File: src/rtl/spell_link_pkg.sv
// Shared encodings for the spell CPU host link: command fields, debug-port bit indices, FSM states.
package spell_link_pkg;

    typedef enum logic [1:0] {
        OP_LOAD   = 2'b00,
        OP_RUN    = 2'b01,
        OP_DUMP   = 2'b10,
        OP_STATUS = 2'b11
    } op_t;

    typedef enum logic [1:0] {
        SEL_PC    = 2'd0,
        SEL_SP    = 2'd1,
        SEL_EXEC  = 2'd2,
        SEL_STACK = 2'd3
    } reg_sel_t;

    localparam int UI_RUN    = 0;
    localparam int UI_STEP   = 1;
    localparam int UI_LOAD   = 2;
    localparam int UI_DUMP   = 3;
    localparam int UI_SHIFT  = 4;
    localparam int UI_SEL_LO = 5;
    localparam int UI_SEL_HI = 6;

    localparam int ST_SHIFT_OUT = 3;

    localparam int TMR_W = 8;

    typedef enum logic [2:0] {
        S_IDLE,
        S_GETDATA,
        S_SHIFT,
        S_LOAD,
        S_DUMP,
        S_CAPTURE,
        S_RUN,
        S_RESP
    } state_t;

    function automatic op_t cmd_op(input logic [7:0] cmd);
        return op_t'(cmd[7:6]);
    endfunction

endpackage

File: src/rtl/spell_link_serdes.sv
// 8-bit shift/capture register with a 3-bit bit counter; bit_out is the MSB the register will hold next
// cycle, so the caller can register it into the debug port in step with the shift.
module spell_link_serdes (
    input  logic       i_clk,
    input  logic       i_rst,
    input  logic       i_load,
    input  logic       i_capture,
    input  logic [7:0] i_data,
    input  logic       i_bit_in,
    output logic       o_bit_out,
    output logic [7:0] o_data,
    output logic       o_done
);

    logic [7:0] r_sr;
    logic [7:0] w_sr_nxt;
    logic [2:0] r_cnt;
    logic [2:0] w_cnt_nxt;

    always_comb begin
        w_sr_nxt  = r_sr;
        w_cnt_nxt = r_cnt;
        if (i_load) begin
            w_sr_nxt  = i_data;
            w_cnt_nxt = '0;
        end else if (i_capture) begin
            w_sr_nxt  = {r_sr[6:0], i_bit_in};
            w_cnt_nxt = r_cnt + 3'd1;
        end
    end

    always_ff @(posedge i_clk) begin
        if (i_rst) begin
            r_sr  <= '0;
            r_cnt <= '0;
        end else begin
            r_sr  <= w_sr_nxt;
            r_cnt <= w_cnt_nxt;
        end
    end

    assign o_bit_out = w_sr_nxt[7];
    assign o_data    = r_sr;
    assign o_done    = (r_cnt == 3'd7);

endmodule

File: src/rtl/spell_host_link.sv
// Byte-command engine driving the spell CPU debug port; replies to DUMP/STATUS on a response stream.
// Optional SPELL_HOST_LINK_BURST_EN: LOAD takes cmd[3:0]+1 data bytes.
//
// state    | meaning
// IDLE     | waiting for a command byte
// GETDATA  | waiting for a LOAD data byte
// SHIFT    | 8 cycles of data bits on shift_in, MSB first
// LOAD     | one-cycle load pulse with reg_sel
// DUMP     | one-cycle dump pulse with reg_sel
// CAPTURE  | collect shift_out bits (DUMP) or the status nibble (STATUS)
// RUN      | run/step held RUN_HOLD cycles, then one idle cycle
// RESP     | response byte offered until accepted
module spell_host_link
    import spell_link_pkg::*;
#(
    parameter int RUN_HOLD = 2,
    parameter int DUMP_LAT = 2
) (
    input  logic       i_clk,
    input  logic       i_rst,
    input  logic [7:0] i_cmd_data,
    input  logic       i_cmd_valid,
    output logic       o_cmd_ready,
    output logic [7:0] o_rsp_data,
    output logic       o_rsp_valid,
    input  logic       i_rsp_ready,
    output logic [7:0] o_cpu_ui,
    input  logic [3:0] i_cpu_status,
    output logic       o_busy
);

    state_t           r_state, w_state_nxt;
    op_t              r_op, w_op_nxt;
    reg_sel_t         r_sel, w_sel_nxt;
    logic             r_step, w_step_nxt;
    logic [TMR_W-1:0] r_tmr, w_tmr_nxt;
    logic [7:0]       r_cpu_ui, w_ui_nxt;
    logic             r_rsp_valid;
    logic             r_busy;
    logic             w_cmd_fire;

    logic             w_sd_load;
    logic             w_sd_capture;
    logic [7:0]       w_sd_din;
    logic             w_sd_bit_out;
    logic [7:0]       w_sd_dout;
    logic             w_sd_done;

`ifdef SPELL_HOST_LINK_BURST_EN
    logic [3:0]       r_left, w_left_nxt;
`else
    logic             w_unused_cmd_bits;
    assign w_unused_cmd_bits = ^i_cmd_data[3:1];
`endif

    assign o_cmd_ready = (r_state == S_IDLE) || (r_state == S_GETDATA);
    assign w_cmd_fire  = i_cmd_valid && o_cmd_ready;

    spell_link_serdes u_serdes (
        .i_clk     (i_clk),
        .i_rst     (i_rst),
        .i_load    (w_sd_load),
        .i_capture (w_sd_capture),
        .i_data    (w_sd_din),
        .i_bit_in  (i_cpu_status[ST_SHIFT_OUT]),
        .o_bit_out (w_sd_bit_out),
        .o_data    (w_sd_dout),
        .o_done    (w_sd_done)
    );

    always_ff @(posedge i_clk) begin
        if (i_rst) begin
            r_state     <= S_IDLE;
            r_op        <= OP_LOAD;
            r_sel       <= SEL_PC;
            r_step      <= 1'b0;
            r_tmr       <= '0;
            r_cpu_ui    <= '0;
            r_rsp_valid <= 1'b0;
            r_busy      <= 1'b0;
`ifdef SPELL_HOST_LINK_BURST_EN
            r_left      <= '0;
`endif
        end else begin
            r_state     <= w_state_nxt;
            r_op        <= w_op_nxt;
            r_sel       <= w_sel_nxt;
            r_step      <= w_step_nxt;
            r_tmr       <= w_tmr_nxt;
            r_cpu_ui    <= w_ui_nxt;
            r_rsp_valid <= (w_state_nxt == S_RESP);
            r_busy      <= (w_state_nxt != S_IDLE);
`ifdef SPELL_HOST_LINK_BURST_EN
            r_left      <= w_left_nxt;
`endif
        end
    end

    always_comb begin
        w_state_nxt  = r_state;
        w_op_nxt     = r_op;
        w_sel_nxt    = r_sel;
        w_step_nxt   = r_step;
        w_tmr_nxt    = r_tmr;
        w_sd_load    = 1'b0;
        w_sd_capture = 1'b0;
        w_sd_din     = '0;
`ifdef SPELL_HOST_LINK_BURST_EN
        w_left_nxt   = r_left;
`endif
        case (r_state)
            S_IDLE: begin
                if (w_cmd_fire) begin
                    w_op_nxt   = cmd_op(i_cmd_data);
                    w_sel_nxt  = reg_sel_t'(i_cmd_data[5:4]);
                    w_step_nxt = i_cmd_data[0];
`ifdef SPELL_HOST_LINK_BURST_EN
                    w_left_nxt = i_cmd_data[3:0];
`endif
                    case (cmd_op(i_cmd_data))
                        OP_LOAD: w_state_nxt = S_GETDATA;
                        OP_RUN: begin
                            w_state_nxt = S_RUN;
                            w_tmr_nxt   = TMR_W'(RUN_HOLD);
                        end
                        OP_DUMP: begin
                            // clears the bit counter ahead of the capture window
                            w_state_nxt = S_DUMP;
                            w_sd_load   = 1'b1;
                        end
                        default: w_state_nxt = S_CAPTURE;
                    endcase
                end
            end
            S_GETDATA: begin
                if (w_cmd_fire) begin
                    w_sd_load   = 1'b1;
                    w_sd_din    = i_cmd_data;
                    w_state_nxt = S_SHIFT;
                end
            end
            S_SHIFT: begin
                w_sd_capture = 1'b1;
                if (w_sd_done) begin
                    w_state_nxt = S_LOAD;
                end
            end
            S_LOAD: begin
`ifdef SPELL_HOST_LINK_BURST_EN
                if (r_left != 4'd0) begin
                    w_left_nxt  = r_left - 4'd1;
                    w_state_nxt = S_GETDATA;
                end else begin
                    w_state_nxt = S_IDLE;
                end
`else
                w_state_nxt = S_IDLE;
`endif
            end
            S_DUMP: begin
                w_tmr_nxt   = TMR_W'(DUMP_LAT - 1);
                w_state_nxt = S_CAPTURE;
            end
            S_CAPTURE: begin
                if (r_op == OP_STATUS) begin
                    w_sd_load   = 1'b1;
                    w_sd_din    = {4'b0000, i_cpu_status};
                    w_state_nxt = S_RESP;
                end else if (r_tmr != '0) begin
                    w_tmr_nxt = r_tmr - TMR_W'(1);
                end else begin
                    w_sd_capture = 1'b1;
                    if (w_sd_done) begin
                        w_state_nxt = S_RESP;
                    end
                end
            end
            S_RUN: begin
                if (r_tmr == '0) begin
                    w_state_nxt = S_IDLE;
                end else begin
                    w_tmr_nxt = r_tmr - TMR_W'(1);
                end
            end
            S_RESP: begin
                if (i_rsp_ready) begin
                    w_state_nxt = S_IDLE;
                end
            end
            default: w_state_nxt = S_IDLE;
        endcase
    end

    // Debug-port value for the cycle the FSM is about to enter, so cpu_ui lines up with the state.
    always_comb begin
        w_ui_nxt = '0;
        case (w_state_nxt)
            S_SHIFT: w_ui_nxt[UI_SHIFT] = w_sd_bit_out;
            S_LOAD: begin
                w_ui_nxt[UI_LOAD]             = 1'b1;
                w_ui_nxt[UI_SEL_HI:UI_SEL_LO] = w_sel_nxt;
            end
            S_DUMP: begin
                w_ui_nxt[UI_DUMP]             = 1'b1;
                w_ui_nxt[UI_SEL_HI:UI_SEL_LO] = w_sel_nxt;
            end
            S_RUN: begin
                // the last RUN cycle (timer at zero) is the idle gap before the next rising edge
                if (w_tmr_nxt != '0) begin
                    w_ui_nxt[UI_RUN]  = 1'b1;
                    w_ui_nxt[UI_STEP] = w_step_nxt;
                end
            end
            default: w_ui_nxt = '0;
        endcase
    end

    assign o_cpu_ui    = r_cpu_ui;
    assign o_rsp_valid = r_rsp_valid;
    assign o_rsp_data  = w_sd_dout;
    assign o_busy      = r_busy;

endmodule

File: config.mk
export PLATFORM = sky130hd
export DESIGN_NAME = spell_host_link
export DESIGN_NICKNAME = d
export VERILOG_FILES = /design/src/rtl/spell_link_pkg.sv /design/src/rtl/spell_link_serdes.sv /design/src/rtl/spell_host_link.sv
export SDC_FILE = /design/constraint.sdc
export NUM_CORES = 1
export LEC_CHECK = 0
export ABC_CLOCK_PERIOD_IN_PS = 3700
export BUFFER_PORTS_ARGS = -buffer_cell sky130_fd_sc_hd__buf_4
export CORE_ASPECT_RATIO = 1.1
export CORE_MARGIN = 2
export CORE_UTILIZATION = 58
export CTS_BUF_LIST = sky130_fd_sc_hd__clkbuf_16
export CTS_CLUSTER_DIAMETER = 30
export CTS_CLUSTER_SIZE = 8
export DETAILED_ROUTE_END_ITERATION = 8
export HOLD_SLACK_MARGIN = 0.03
export PLACE_DENSITY = 0.84
export SYNTH_ARGS = -nofsm -noshare
export SYNTH_HDL_FRONTEND = slang
export SYNTH_SLANG_ARGS = --single-unit
export TNS_END_PERCENT = 1
File: constraint.sdc
create_clock -name i_clk -period 3.7 [get_ports i_clk]
set_input_delay 0.555 -clock i_clk [delete_from_list [all_inputs] [get_ports i_clk]]
set_output_delay 0.555 -clock i_clk [all_outputs]
set_load 0.005 [all_outputs]
==> metrics.cfg <==
[routing]
drc = 0
via_per_inst = 6.562
wirelength_um = 5026
drt-initial-drc-count = 147
routedWlPerCell_um = 17.76
num_vias = 1857
antenna_left = 0
first_pass_iters = 4

[pwr]
vdd_drop_max_uv = 287.7
p_clk_share_pct = 35.6
power_frac_comb_pct = 28.4
finalPower_mw = 1.322
p_int_mw = 0.8952
p_per_area_nw_per_um2 = 553.1
power.switching_mw = 0.4273
leakage_nw = 0.9691
netSwitchingFraction_pct = 32.31
seqPwrFrac_pct = 36.0

[clock_network]
root_buffer = clkbuf_16
insertion_delay_ps = 280
path_clk_slew_ps = 60
cts.sinks = 36
cts-resized-gates = 0
htreeDepth = 2
cts_hold_buffers = 0
clk_path_buf_depth = 2
cts_setup_buffers = 0
cts_tree = yes
numCtsBuffers = 5

[sta]
setup_viol = 0
final_max_slew_viol_count = 0
setup_ws_ps = 1150
final_hold_viol_count = 0
setup_tns_ps = 0
worst_pin_slew_ps = 1023
min_period_over_period_pct = 68.93
clock.fmax_mhz = 392.1
relSlewSlack_pct = 31.78
period_minus_slack_ps = 2550
rsz0062_at_grt = no
clock_skew_ps = 5.987

[finish]
fin_nets = 269
drive_gt1_share_pct = 22.67
antennaDiodeCount = 0
layout_commonest_cell = dfxtp_1
areaGrowthSynthToFinish_pct = 20.11
layout_common_cells = dfxtp_1, buf_4, nor2_1

[setup_path]
crit_start = r_state[2]
crit_type = reg -> reg
worstSetupStartpointType = flop
critPathRequiredTime_ps = 3900
r2r-start = r_state[2]
path_max_fanout = 23
endpoint_kind = flop
rr_worst_depth = 4
cp.arrival_ps = 2750

[global_routing]
grt_pass1_vias = 1831
grt_pass1_wl_um = 8487
grt_max_degree = 31
groute.usage.overall_pct = 28.36
antenna_found_initial = 0
gr-total-overflow = 0

[yosys]
yosysWarnings = 0
syn_area_per_cell_sq_um = 9.216
synth_edf_count = 0
synth_nets = 239
async_reset_ff_share_pct = 0
netlist_instances = 216
synth_area_sq_um = 1991
synth_ff_type = dfxtp_1
ys_types = 58
ys_seq_area_share_pct = 36.20
ys_ff_latch = 36

[floorplanning]
rows = 22
core_region_area_sq_um = 3303
die_w_um = 59.86
start_util_pct = 60.27
io_pins = 35
die_h_um = 65.45
dieArea_sq_um = 3918

[run_status]
status = finished clean

[place]
port_buffers = 33
dp_slack_ps = 1210
dp_hpwl_um = 3443
gp_congestion = 0.8972

[run]
max-cap-violations = 0

[min_path]
hold_class = reg -> reg
hold_depth = 2
hold_start = u_serdes.o_data[2]

-- cells in the mapped netlist (all sizes together), types with 4 or more instances --
cell,number,area (sq um)
nor4,4,31.28
and3,4,25.02
nand2b,7,43.79
nor3,10,61.31
dfxtp,36,720.7
inv,6,22.52
mux2i,9,93.84
ha,7,87.58
a222oi,4,40.04
o21ai,11,58.80
nand3,7,35.03
a21oi,15,75.07
buf,8,51.29
nor2b,4,25.02
nand2,8,37.54
a31oi,4,25.02
a211oi,4,30.03
nor2,19,71.32
-- cells by family after synthesis --
| kind of cell | count (synthesis) | synth area share (%) |
|---|---|---|
| buffers and inverters | 17 | 4.273 |
| other | 1 | 0.1884 |
| xor gates and xnor gates | 2 | 0.8801 |
| AOI/OAI and AO/OA | 62 | 23.57 |
| muxes | 10 | 5.280 |
| adders and majority gates | 7 | 4.400 |
| and+or+nand+nor | 81 | 25.20 |
| DFF | 36 | 36.20 |
-- critical path, cell delays in order (launching register included) --
cell	delay, ps
dfxtp_1	950
nor3b_1	150
a222oi_1	950
nand3b_1	250
nor2_1	180
-- final cells by class --
cell class,instances,area (sq um)
Clock buffer,5,125.1
Clock inverter,3,37.54
Fill cell,253,912.1
Inverter,6,22.52
Multi-Input combinational cell,163,1185
Sequential cell,36,720.7
Tap cell,36,45.04
Timing Repair Buffer,34,255.2
-- path summary, 6_finish.rpt --
check	endpoint	slack, ps
max	o_cpu_ui[0]	1150
min	u_serdes.o_data[2]	490
max reg2reg	o_cpu_ui[0]	1150
min reg2reg	u_serdes.o_data[2]	490
-- per-stage QoR --
stage / util (%) / cells / area [sq um] / hold slack [ps]
6_report: 72.39 / 283 / 2391 / 492.4
3_5_place_dp: 67.46 / 275 / 2228 / 482.6
5_1_grt: 72.39 / 283 / 2391 / 514.6
2_1_floorplan: - / 216 / 1991 / 455.9
4_1_cts: 72.39 / 283 / 2391 / 492.8
3_3_place_gp: 67.46 / 275 / 2228 / 476.5
-- routing by layer --
metal	track usage, %	routed length (um)
met1	34.48	2057
met2	46.20	2569
met3	6.890	289
met4	13.33	109
met5	0	0
-- sequential cells by signal, indices dropped and copies added (netlist names) --
| signal | cells |
|---|---|
| r_tmr | 8 |
| o_busy | 1 |
| o_rsp_valid | 1 |
| r_state | 3 |
| r_step | 1 |
| u_serdes.o_data | 8 |
| o_cpu_ui | 7 |
| r_sel | 2 |
| r_op | 2 |
| u_serdes.r_cnt | 3 |
-- power groups by stage --
| stage | combinational (mW) | clock (mW) | sequential [mW] |
|---|---|---|---|
| floorplan | 0.297 | 0 | 0.447 |
| detailed placement | 0.362 | 0 | 0.483 |
| global placement | 0.356 | 0 | 0.481 |
| finish | 0.376 | 0.471 | 0.476 |
| CTS | 0.370 | 0.475 | 0.475 |
| global route | 0.406 | 0.495 | 0.481 |
No activity file was read; power rests on OpenSTA's default activity.
